`config.mk`:
```
export PLATFORM = sky130hd
export DESIGN_NAME = seg_scan_decoder
export DESIGN_NICKNAME = d
export VERILOG_FILES = /design/src/rtl/seg_scan_decoder.sv
export SDC_FILE = /design/constraint.sdc
export NUM_CORES = 1
export LEC_CHECK = 0
export ABC_AREA = 1
export BUFFER_PORTS_ARGS = -buffer_cell sky130_fd_sc_hd__buf_4
export CORE_ASPECT_RATIO = 1.4
export CORE_UTILIZATION = 63
export DETAILED_ROUTE_END_ITERATION = 10
export PLACE_DENSITY = 0.85
export SETUP_SLACK_MARGIN = 0.4
export SKIP_CTS_REPAIR_TIMING = 1
export SLEW_MARGIN = 20
export SYNTH_ARGS = -nofsm -noshare
export SYNTH_HDL_FRONTEND = slang
export SYNTH_SLANG_ARGS = --single-unit
```
`constraint.sdc`:
```
create_clock -name CLK_50M -period 3.65 [get_ports CLK_50M]
set_input_delay 0.73 -clock CLK_50M [delete_from_list [all_inputs] [get_ports CLK_50M]]
set_output_delay 0.73 -clock CLK_50M [all_outputs]
set_load 0.05 [all_outputs]
```
`src/rtl/seg_scan_decoder.sv`:
```
// Receiver for the multiplexed 7-segment scan bus: resynchronises sel/time_led, decodes each
// settled digit and publishes a range-checked HH-MM-SS frame. Optional macro: SCAN_TIMEOUT_EN.
module seg_scan_decoder #(
    parameter int unsigned SETTLE_CYCLES  = 16,
    parameter int unsigned TIMEOUT_CYCLES = 150000
) (
    input  logic       CLK_50M,
    input  logic       reset,
    input  logic [7:0] time_led,
    input  logic [2:0] sel,
    output logic [3:0] hour_g,
    output logic [3:0] hour_d,
    output logic [3:0] minute_g,
    output logic [3:0] minute_d,
    output logic [3:0] second_g,
    output logic [3:0] second_d,
    output logic       frame_valid,
    output logic       frame_err,
    output logic       link_lost
);

    localparam int unsigned STAB_W    = $clog2(SETTLE_CYCLES + 1);
    localparam int unsigned POS_W     = 3;
    localparam int unsigned CODE_W    = 4;
    localparam int unsigned NUM_SLOTS = 8;
    localparam logic [CODE_W-1:0] CODE_DASH    = CODE_W'(10);
    localparam logic [CODE_W-1:0] CODE_ILLEGAL = CODE_W'(15);

    typedef enum logic [1:0] {
        HUNT,
        SETTLE,
        WAIT_NEXT,
        CHECK
    } state_e;

    // Segment pattern (a..g, dp) to digit code; dash is 10, anything unrecognised is 15.
    function automatic logic [CODE_W-1:0] seg_decode(input logic [7:0] pat);
        logic [CODE_W-1:0] code;
        case (pat)
            8'hFC:   code = CODE_W'(0);
            8'h60:   code = CODE_W'(1);
            8'hDA:   code = CODE_W'(2);
            8'hF2:   code = CODE_W'(3);
            8'h66:   code = CODE_W'(4);
            8'hB6:   code = CODE_W'(5);
            8'hBE:   code = CODE_W'(6);
            8'hE0:   code = CODE_W'(7);
            8'hFE:   code = CODE_W'(8);
            8'hF6:   code = CODE_W'(9);
            8'h02:   code = CODE_DASH;
            default: code = CODE_ILLEGAL;
        endcase
        return code;
    endfunction

    logic [7:0]        led_s1_q, led_s1_d;
    logic [7:0]        led_s2_q, led_s2_d;
    logic [7:0]        led_prev_q, led_prev_d;
    logic [POS_W-1:0]  sel_s1_q, sel_s1_d;
    logic [POS_W-1:0]  sel_s2_q, sel_s2_d;
    logic [POS_W-1:0]  sel_prev_q, sel_prev_d;
    logic [STAB_W-1:0] stab_q, stab_d;

    state_e            state_q, state_d;
    logic [POS_W-1:0]  pos_q, pos_d;
    logic [CODE_W-1:0] slot_q [NUM_SLOTS];
    logic [CODE_W-1:0] slot_d [NUM_SLOTS];

    logic [CODE_W-1:0] hour_g_q, hour_g_d;
    logic [CODE_W-1:0] hour_d_q, hour_d_d;
    logic [CODE_W-1:0] minute_g_q, minute_g_d;
    logic [CODE_W-1:0] minute_d_q, minute_d_d;
    logic [CODE_W-1:0] second_g_q, second_g_d;
    logic [CODE_W-1:0] second_d_q, second_d_d;
    logic              frame_valid_q, frame_valid_d;
    logic              frame_err_q, frame_err_d;

    logic              sel_chg_c;
    logic              any_chg_c;
    logic              capture_c;
    logic [CODE_W-1:0] code_c;
    logic              legal_c;
    logic              timeout_c;

    // Synchronisers, change detection and settle counter
    always_comb begin
        led_s1_d   = time_led;
        led_s2_d   = led_s1_q;
        led_prev_d = led_s2_q;
        sel_s1_d   = sel;
        sel_s2_d   = sel_s1_q;
        sel_prev_d = sel_s2_q;

        sel_chg_c  = (sel_s2_q != sel_prev_q);
        any_chg_c  = sel_chg_c || (led_s2_q != led_prev_q);
        code_c     = seg_decode(led_s2_q);

        stab_d     = stab_q;
        capture_c  = 1'b0;
        if (any_chg_c) begin
            stab_d = '0;
        end else if (stab_q < STAB_W'(SETTLE_CYCLES)) begin
            stab_d = STAB_W'(stab_q + STAB_W'(1));
            // fires exactly once, on the cycle the counter saturates
            capture_c = (stab_q == STAB_W'(SETTLE_CYCLES - 1));
        end
    end

`ifdef SCAN_TIMEOUT_EN
    localparam int unsigned IDLE_W = $clog2(TIMEOUT_CYCLES + 1);

    logic [IDLE_W-1:0] idle_q, idle_d;
    logic              link_lost_q, link_lost_d;

    // Idle watchdog: counts cycles since the last synced sel change
    always_comb begin
        idle_d      = idle_q;
        link_lost_d = link_lost_q;
        timeout_c   = 1'b0;
        if (sel_chg_c) begin
            idle_d      = '0;
            link_lost_d = 1'b0;
        end else if (idle_q < IDLE_W'(TIMEOUT_CYCLES)) begin
            idle_d = IDLE_W'(idle_q + IDLE_W'(1));
            if (idle_q == IDLE_W'(TIMEOUT_CYCLES - 1)) begin
                timeout_c   = 1'b1;
                link_lost_d = 1'b1;
            end
        end
    end

    always_ff @(posedge CLK_50M) begin
        if (reset) begin
            idle_q      <= '0;
            link_lost_q <= 1'b0;
        end else begin
            idle_q      <= idle_d;
            link_lost_q <= link_lost_d;
        end
    end

    assign link_lost = link_lost_q;
`else
    assign timeout_c = 1'b0;
    assign link_lost = 1'b0;
`endif

    // Slot layout: 0/1 hour, 2 dash, 3/4 minute, 5 dash, 6/7 second
    always_comb begin
        legal_c = (slot_q[2] == CODE_DASH) && (slot_q[5] == CODE_DASH)
               && (slot_q[0] <= CODE_W'(2)) && (slot_q[1] <= CODE_W'(9))
               && (slot_q[3] <= CODE_W'(5)) && (slot_q[4] <= CODE_W'(9))
               && (slot_q[6] <= CODE_W'(5)) && (slot_q[7] <= CODE_W'(9))
               && !((slot_q[0] == CODE_W'(2)) && (slot_q[1] > CODE_W'(3)));
    end

    // Frame assembly FSM
    always_comb begin
        state_d       = state_q;
        pos_d         = pos_q;
        slot_d        = slot_q;
        hour_g_d      = hour_g_q;
        hour_d_d      = hour_d_q;
        minute_g_d    = minute_g_q;
        minute_d_d    = minute_d_q;
        second_g_d    = second_g_q;
        second_d_d    = second_d_q;
        frame_valid_d = 1'b0;
        frame_err_d   = 1'b0;

        if (timeout_c) begin
            state_d = HUNT;
        end else begin
            case (state_q)
                HUNT: begin
                    if (sel_chg_c && (sel_s2_q == '0)) begin
                        state_d = SETTLE;
                        pos_d   = '0;
                    end
                end
                SETTLE: begin
                    if (sel_chg_c) begin
                        frame_err_d = 1'b1;
                        state_d     = HUNT;
                    end else if (capture_c) begin
                        slot_d[pos_q] = code_c;
                        state_d = (pos_q == POS_W'(NUM_SLOTS - 1)) ? CHECK : WAIT_NEXT;
                    end
                end
                WAIT_NEXT: begin
                    if (sel_chg_c) begin
                        if (sel_s2_q == POS_W'(pos_q + POS_W'(1))) begin
                            pos_d   = POS_W'(pos_q + POS_W'(1));
                            state_d = SETTLE;
                        end else begin
                            frame_err_d = 1'b1;
                            state_d     = HUNT;
                        end
                    end
                end
                CHECK: begin
                    state_d = HUNT;
                    if (legal_c) begin
                        hour_g_d      = slot_q[0];
                        hour_d_d      = slot_q[1];
                        minute_g_d    = slot_q[3];
                        minute_d_d    = slot_q[4];
                        second_g_d    = slot_q[6];
                        second_d_d    = slot_q[7];
                        frame_valid_d = 1'b1;
                    end else begin
                        frame_err_d = 1'b1;
                    end
                end
                default: state_d = HUNT;
            endcase
        end
    end

    always_ff @(posedge CLK_50M) begin
        if (reset) begin
            led_s1_q      <= '0;
            led_s2_q      <= '0;
            led_prev_q    <= '0;
            sel_s1_q      <= '0;
            sel_s2_q      <= '0;
            sel_prev_q    <= '0;
            stab_q        <= '0;
            state_q       <= HUNT;
            pos_q         <= '0;
            for (int i = 0; i < NUM_SLOTS; i++) begin
                slot_q[i] <= '0;
            end
            hour_g_q      <= '0;
            hour_d_q      <= '0;
            minute_g_q    <= '0;
            minute_d_q    <= '0;
            second_g_q    <= '0;
            second_d_q    <= '0;
            frame_valid_q <= 1'b0;
            frame_err_q   <= 1'b0;
        end else begin
            led_s1_q      <= led_s1_d;
            led_s2_q      <= led_s2_d;
            led_prev_q    <= led_prev_d;
            sel_s1_q      <= sel_s1_d;
            sel_s2_q      <= sel_s2_d;
            sel_prev_q    <= sel_prev_d;
            stab_q        <= stab_d;
            state_q       <= state_d;
            pos_q         <= pos_d;
            slot_q        <= slot_d;
            hour_g_q      <= hour_g_d;
            hour_d_q      <= hour_d_d;
            minute_g_q    <= minute_g_d;
            minute_d_q    <= minute_d_d;
            second_g_q    <= second_g_d;
            second_d_q    <= second_d_d;
            frame_valid_q <= frame_valid_d;
            frame_err_q   <= frame_err_d;
        end
    end

    assign hour_g      = hour_g_q;
    assign hour_d      = hour_d_q;
    assign minute_g    = minute_g_q;
    assign minute_d    = minute_d_q;
    assign second_g    = second_g_q;
    assign second_d    = second_d_q;
    assign frame_valid = frame_valid_q;
    assign frame_err   = frame_err_q;

endmodule

```
Word-level counts from Yosys, hierarchy flattened --
Index checks and enable logic that the tools add are counted.
Word-level totals: bits in registers 101, latch bits 0, RAM bits 0, ROM bits 0, output and inout port bits 27, memories 0
Operators by class: $add $sub $neg 2, $mul 0, divide/modulo/power cells 0, magnitude comparators 10, equal/unequal tests 26, shift operators 0, mux-type cells 23, bitwise operators 3, reductions and logical operators 22
Operators with widths (number):
- equality test 8 bit, second input constant | 8
- case mux 4 bit (11 select lines) | 1
- bitwise mux 32 bit | 1
- equality test 8 x 7 -> 1 bit, second input constant | 2
- demux 4 bit (select 3 bit) | 1
- less-or-equal comparator 4 bit, second input constant | 3
- logical AND 1 bit | 11
- 2-to-1 mux 1 bit | 9
- 2-to-1 mux 3 bit | 3
- equality test 4 bit, second input constant | 2
- equality test 8 x 2 -> 1 bit, second input constant | 1
- less-or-equal comparator 4 x 3 -> 1 bit, second input constant | 2
- 2-to-1 mux 2 bit | 4
- inequality test 8 bit | 1
- case mux 2 bit (4 select lines) | 1
- inequality test 2 bit, second input constant | 3
- case mux 3 bit (2 select lines) | 1
- AND reduction 3 bit | 2
- adder 5 x 1 -> 5 bit, second input constant | 1
- equality test 5 x 4 -> 1 bit, second input constant | 1
- < comparator 5 bit, second input constant | 1
- equality test 2 bit, second input constant | 2
- equality test 4 x 2 -> 1 bit, second input constant | 1
- greater-or-equal comparator 4 bit, second input constant | 1
- other kinds (21) | 23

Logic depth before layout (Yosys ltp) --
depth after elaboration 11, gate-level depth with buffers 13

Worst setup path before layout --
No wires, ideal clock.
path kind register to register, start point reg pos_q[0], end point reg pos_q[0], library setup time 0.116 ns, arrival 1.609 ns, slack 1.926 ns, stages on the path, launching flop included 10, period minus slack after synthesis 1.724 ns, cells stage by stage dfxtp_1 > ha_1 > ha_1 > inv_1 > o21ai_0 > a21oi_1 > a21oi_1 > or2_2 > nor2_1 > nor2_1
Between the ends: cells in the longest elaborated chain, start to end 4, elaborated cells between the ends (all ways) 7, classes of those cells add/sub (1); eq/ne (2); mux (3); reduce/logical (1)
Ends and longest elaborated chain:
- from (decl) | line 65 | logic [POS_W-1:0] pos_q, pos_d;
- from (signal assigned) | line 251 | pos_q <= pos_d;
- adder 3 x 1 -> 3 bit * | line 192, 193
- equality test 3 bit or 2-to-1 mux 3 bit (tied branches) | line 192 | if (sel_s2_q == POS_W'(pos_q + POS_W'(1))) begin
- inequality test 2 bit (no source line) or 2-to-1 mux 3 bit (tied branches)
- AND reduction 4 bit (no source line) or case mux 3 bit (2 select lines) (tied branches)
Mark *: on every way between the ends. The rest lies on a longest branch, timed or not. The select of a mux whose other input is x is not followed. A chain may end at the register's enable or synchronous reset.

Worst setup path after layout --
start point reg slot_q[26] (netlist name), end point reg second_d_q[2], in the netlist second_d[2]
Between the ends: cells in the longest elaborated chain, start to end 8, elaborated cells between the ends (all ways) 11, classes of those cells order compare (2); reduce/logical (9)
Ends and longest elaborated chain:
- from (decl) | line 66 | logic [CODE_W-1:0] slot_q [NUM_SLOTS];
- from (signal assigned) | line 252 | slot_q <= slot_d;
- less-or-equal comparator 4 bit | line 151 | && (slot_q[0] <= CODE_W'(2)) && (slot_q[1] <= CODE_W'(9))
- logical AND 1 bit | line 151
- logical AND 1 bit (2 in series) | line 152 | && (slot_q[3] <= CODE_W'(5)) && (slot_q[4] <= CODE_W'(9))
- logical AND 1 bit (2 in series) | line 153 | && (slot_q[6] <= CODE_W'(5)) && (slot_q[7] <= CODE_W'(9))
- logical AND 1 bit * | line 154 | && !((slot_q[0] == CODE_W'(2)) && (slot_q[1] > CODE_W'(3)));
- AND reduction 2 bit (no source line) *
- to (signal assigned) | line 258 | second_d_q <= second_d_d;
- to (decl) | line 74 | logic [CODE_W-1:0] second_d_q, second_d_d;
Mark *: on every way between the ends. The rest lies on a longest branch, timed or not.

==> metrics.csv <==
stage,metric,value,unit
status,status,completed,
worst_setup_path,cpMostUsedCell,nor2_1,
synthesis,yosys-top-cells-count,"nor2_1, nand2_1, dfxtp_1",
run,maxCapViolCount,0,
detailed_routing,dr_wl_met2,4568,µm
sta,drv_slew,0,
sta,setup-violations-final,0,
final_layout,finalNetCount,663,
sta,min_period,2.101,ns
floorplanning,die-height,99.86,µm
sta,final.period_utilization,0.5756,
final_layout,fill_cells,535,
placed_design,hpwlAfterDp,6375,µm
placed_design,gp_congestion,0.9070,
worst_setup_path,required,3.93,ns
final_layout,layout-drive-gt1-share,0.1260,
detailed_routing,post_drt_wl_per_cell,11.65,µm
sta,fin_worst_skew,0.01180,ns
detailed_routing,vias,3750,
global_routing,grt.total_usage,0.2658,
clock_network,cts-buffers-inserted,9,
sta,rsz0062_at_grt,no,
placed_design,placed_cells,727,
worst_setup_path,endpoint_kind,flop,
synthesis,synth_area_per_cell,7.041,µm²
synthesis,yosysMostFrequentCell,nor2_1,
floorplanning,core-area,0.006613,mm²
floorplanning,dieArea,0.007179,mm²
clock_network,htree_levels,3,
clock_network,worstSkewPairLatency,0.38,ns
final_layout,instances_no_fill,743,
synthesis,syn_nets,629,
synthesis,seq_area_frac_synth,0.4692,
detailed_routing,wl_met3,244,µm
synthesis,synth_area,0.004309,mm²
placed_design,port_buffers,38,
synthesis,async_reset_ff_frac,0,
floorplanning,die_x,71.90,µm
synthesis,synth_top_area_share,0.4692,
worst_setup_path,crit_fanout,14,
floorplanning,initial_core_util,0.6517,
pwr,power.leakage,2.248,nW
detailed_routing,ant_nets,0,
detailed_routing,vias_per_cell,5.047,
synthesis,synth-seq-cells,101,
synthesis,synthCells,612,
detailed_routing,totalWireLength,8656,µm
clock_network,clockBufferDepth,2,
worst_setup_path,critPathKind,reg2reg,
sta,slew_headroom,0.6013,
clock_network,root_buffer,clkbuf_8,
global_routing,antenna_found_initial,0,
floorplanning,rows,35,
detailed_routing,drcViolationCount,0,
hold_path,hp-class,reg2reg,
clock_network,path_clk_slew,0.10,ns
sta,hold_viol_final,0,
global_routing,grt_max_degree,40,
synthesis,yosys_warnings,0,
worst_setup_path,cp_cell_sequence,"o31ai_1, nand4_1, nor2_2, inv_1, nor2_1, nor2_1",
synthesis,netlist_top_cells_area,"dfxtp_1, nor2_1, nand2_1, inv_1, o21ai_0",
floorplanning,pin_count,40,
synthesis,yosys.area.top_type,dfxtp_1,
synthesis,synth_edf_count,0,
worst_setup_path,crit_arrival,2.38,ns
detailed_routing,drtIter0Drc,282,
global_routing,grt_pass1_wl,14990,µm
pwr,power_density,398.3,mW/mm²
worst_setup_path,crit_path_max_incr_delay,0.43,ns
clock_network,cts_tree,yes,
synthesis,synth-main-ff-cell,dfxtp_1,
worst_setup_path,cp_slowest_cell,o31ai_1,
worst_setup_path,cp-start-kind,flop,
sta,fmax,476.0,MHz
final_layout,diodes,0,
final_layout,syn_to_final_growth,11.99,%
sta,worstMarginPinSlew,0.5975,ns
global_routing,grt-ovfl-total,0,
detailed_routing,wl_met1,3533,µm
synthesis,ys_types,36,
global_routing,grt_pass1_vias,3553,
detailed_routing,top_layer,met4,
sta,tns,0,ns
pwr,ir_drop,0.3391,mV
detailed_routing,dr.pass1.iters,5,
clock_network,cts_sinks,101,
path summary, 6_finish.rpt:
| path | end | slack [ns] | startpoint | depth (start not counted) |
|---|---|---|---|---|
| max | second_d[2] | 1.55 | slot_q[26] | 6 |
| max reg2reg | second_d[2] | 1.55 | slot_q[26] | 6 |
| min | led_prev_d[2] | 0.40 | led_s1_q[2] | 2 |
| min reg2reg | led_prev_d[2] | 0.40 | led_s1_q[2] | 2 |
state kept, by name (all words and copies together) (netlist names), 4 cells and up:
name,cells
slot_q,32
minute_d,4
hour_d,4
stab_q,5
second_d,4
led_s1_q,8
second_g,4
minute_g,4
led_prev_q,8
led_prev_d,8
hour_g,4
routing by layer:
layer	vias up	GRT usage
met5	-	0
met4	0	0.1508
met3	20	0.03112
met2	71	0.4964
met1	1709	0.2838
li1	1950	-
per-stage QoR:
stage	cell area [µm²]	hold WS [ns]	worst slack (ns)	util	total power [W]
2_1_floorplan	4309	0.3883	1.926	-	0.001258
3_5_place_dp	4641	0.3920	1.562	0.7018	0.001290
4_1_cts	4826	0.4060	1.582	0.7298	0.001930
5_1_grt	4826	0.4190	1.350	0.7298	0.002002
6_report	4826	0.4042	1.549	0.7298	0.001922
3_3_place_gp	4641	0.3898	1.613	0.7018	0.001284
logic make-up (layout without fill, tap and decap cells):
logic type / after synthesis / count (layout) / synth area share
AOI/OAI and AO/OA: 54 / 54 / 0.06562
other: 1 / 1 / 0.0008702
DFF: 101 / 101 / 0.4692
and+or+nand+nor: 338 / 338 / 0.3368
adders and majority gates: 4 / 4 / 0.01161
buffers and inverters: 105 / 144 / 0.09756
xor gates and xnor gates: 9 / 9 / 0.01829
placed cells by master, fill, tap and decap left out, types with 2 or more instances in the layout:
master	count
nor3_1	11
nand3_1	27
inv_2	4
nor2_1	145
a21oi_1	19
inv_1	82
xor2_1	3
xnor2_1	6
nand2_1	117
nor3b_1	2
clkbuf_8	10
nand4_1	12
clkinvlp_4	4
nor2_2	13
dfxtp_1	101
nand3_2	2
o31ai_1	2
o21ai_0	30
buf_4	41
ha_1	4
area by class of cell:
type | count | area, µm² | area share
sequential | 101 | 2022 | 0.4190
inverter | 87 | 326.6 | 0.06767
clock buffer | 10 | 137.6 | 0.02852
clock inverter | 6 | 47.55 | 0.009852
timing repair buffer | 41 | 307.8 | 0.06378
tap | 92 | 115.1 | 0.02385
multi-input combinational | 406 | 1869 | 0.3873
where the power goes:
| part | leakage, nW | switching, W | internal [W] |
|---|---|---|---|
| registers | 0.819 | 0.0000130 | 0.00112 |
| logic | 1.35 | 0.0000880 | 0.0000443 |
| clock network | 0.0811 | 0.000389 | 0.000269 |
| total | 2.25 | 0.000490 | 0.00143 |
worst max-delay path, delay by kind of cell, from the launching register on:
kind,cells,cell delay (ns)
buffers and inverters,1,0.31
DFF,1,0.35
and+or+nand+nor,4,0.92
AOI/OAI and AO/OA,1,0.43
(Power assumes the default switching activity.)
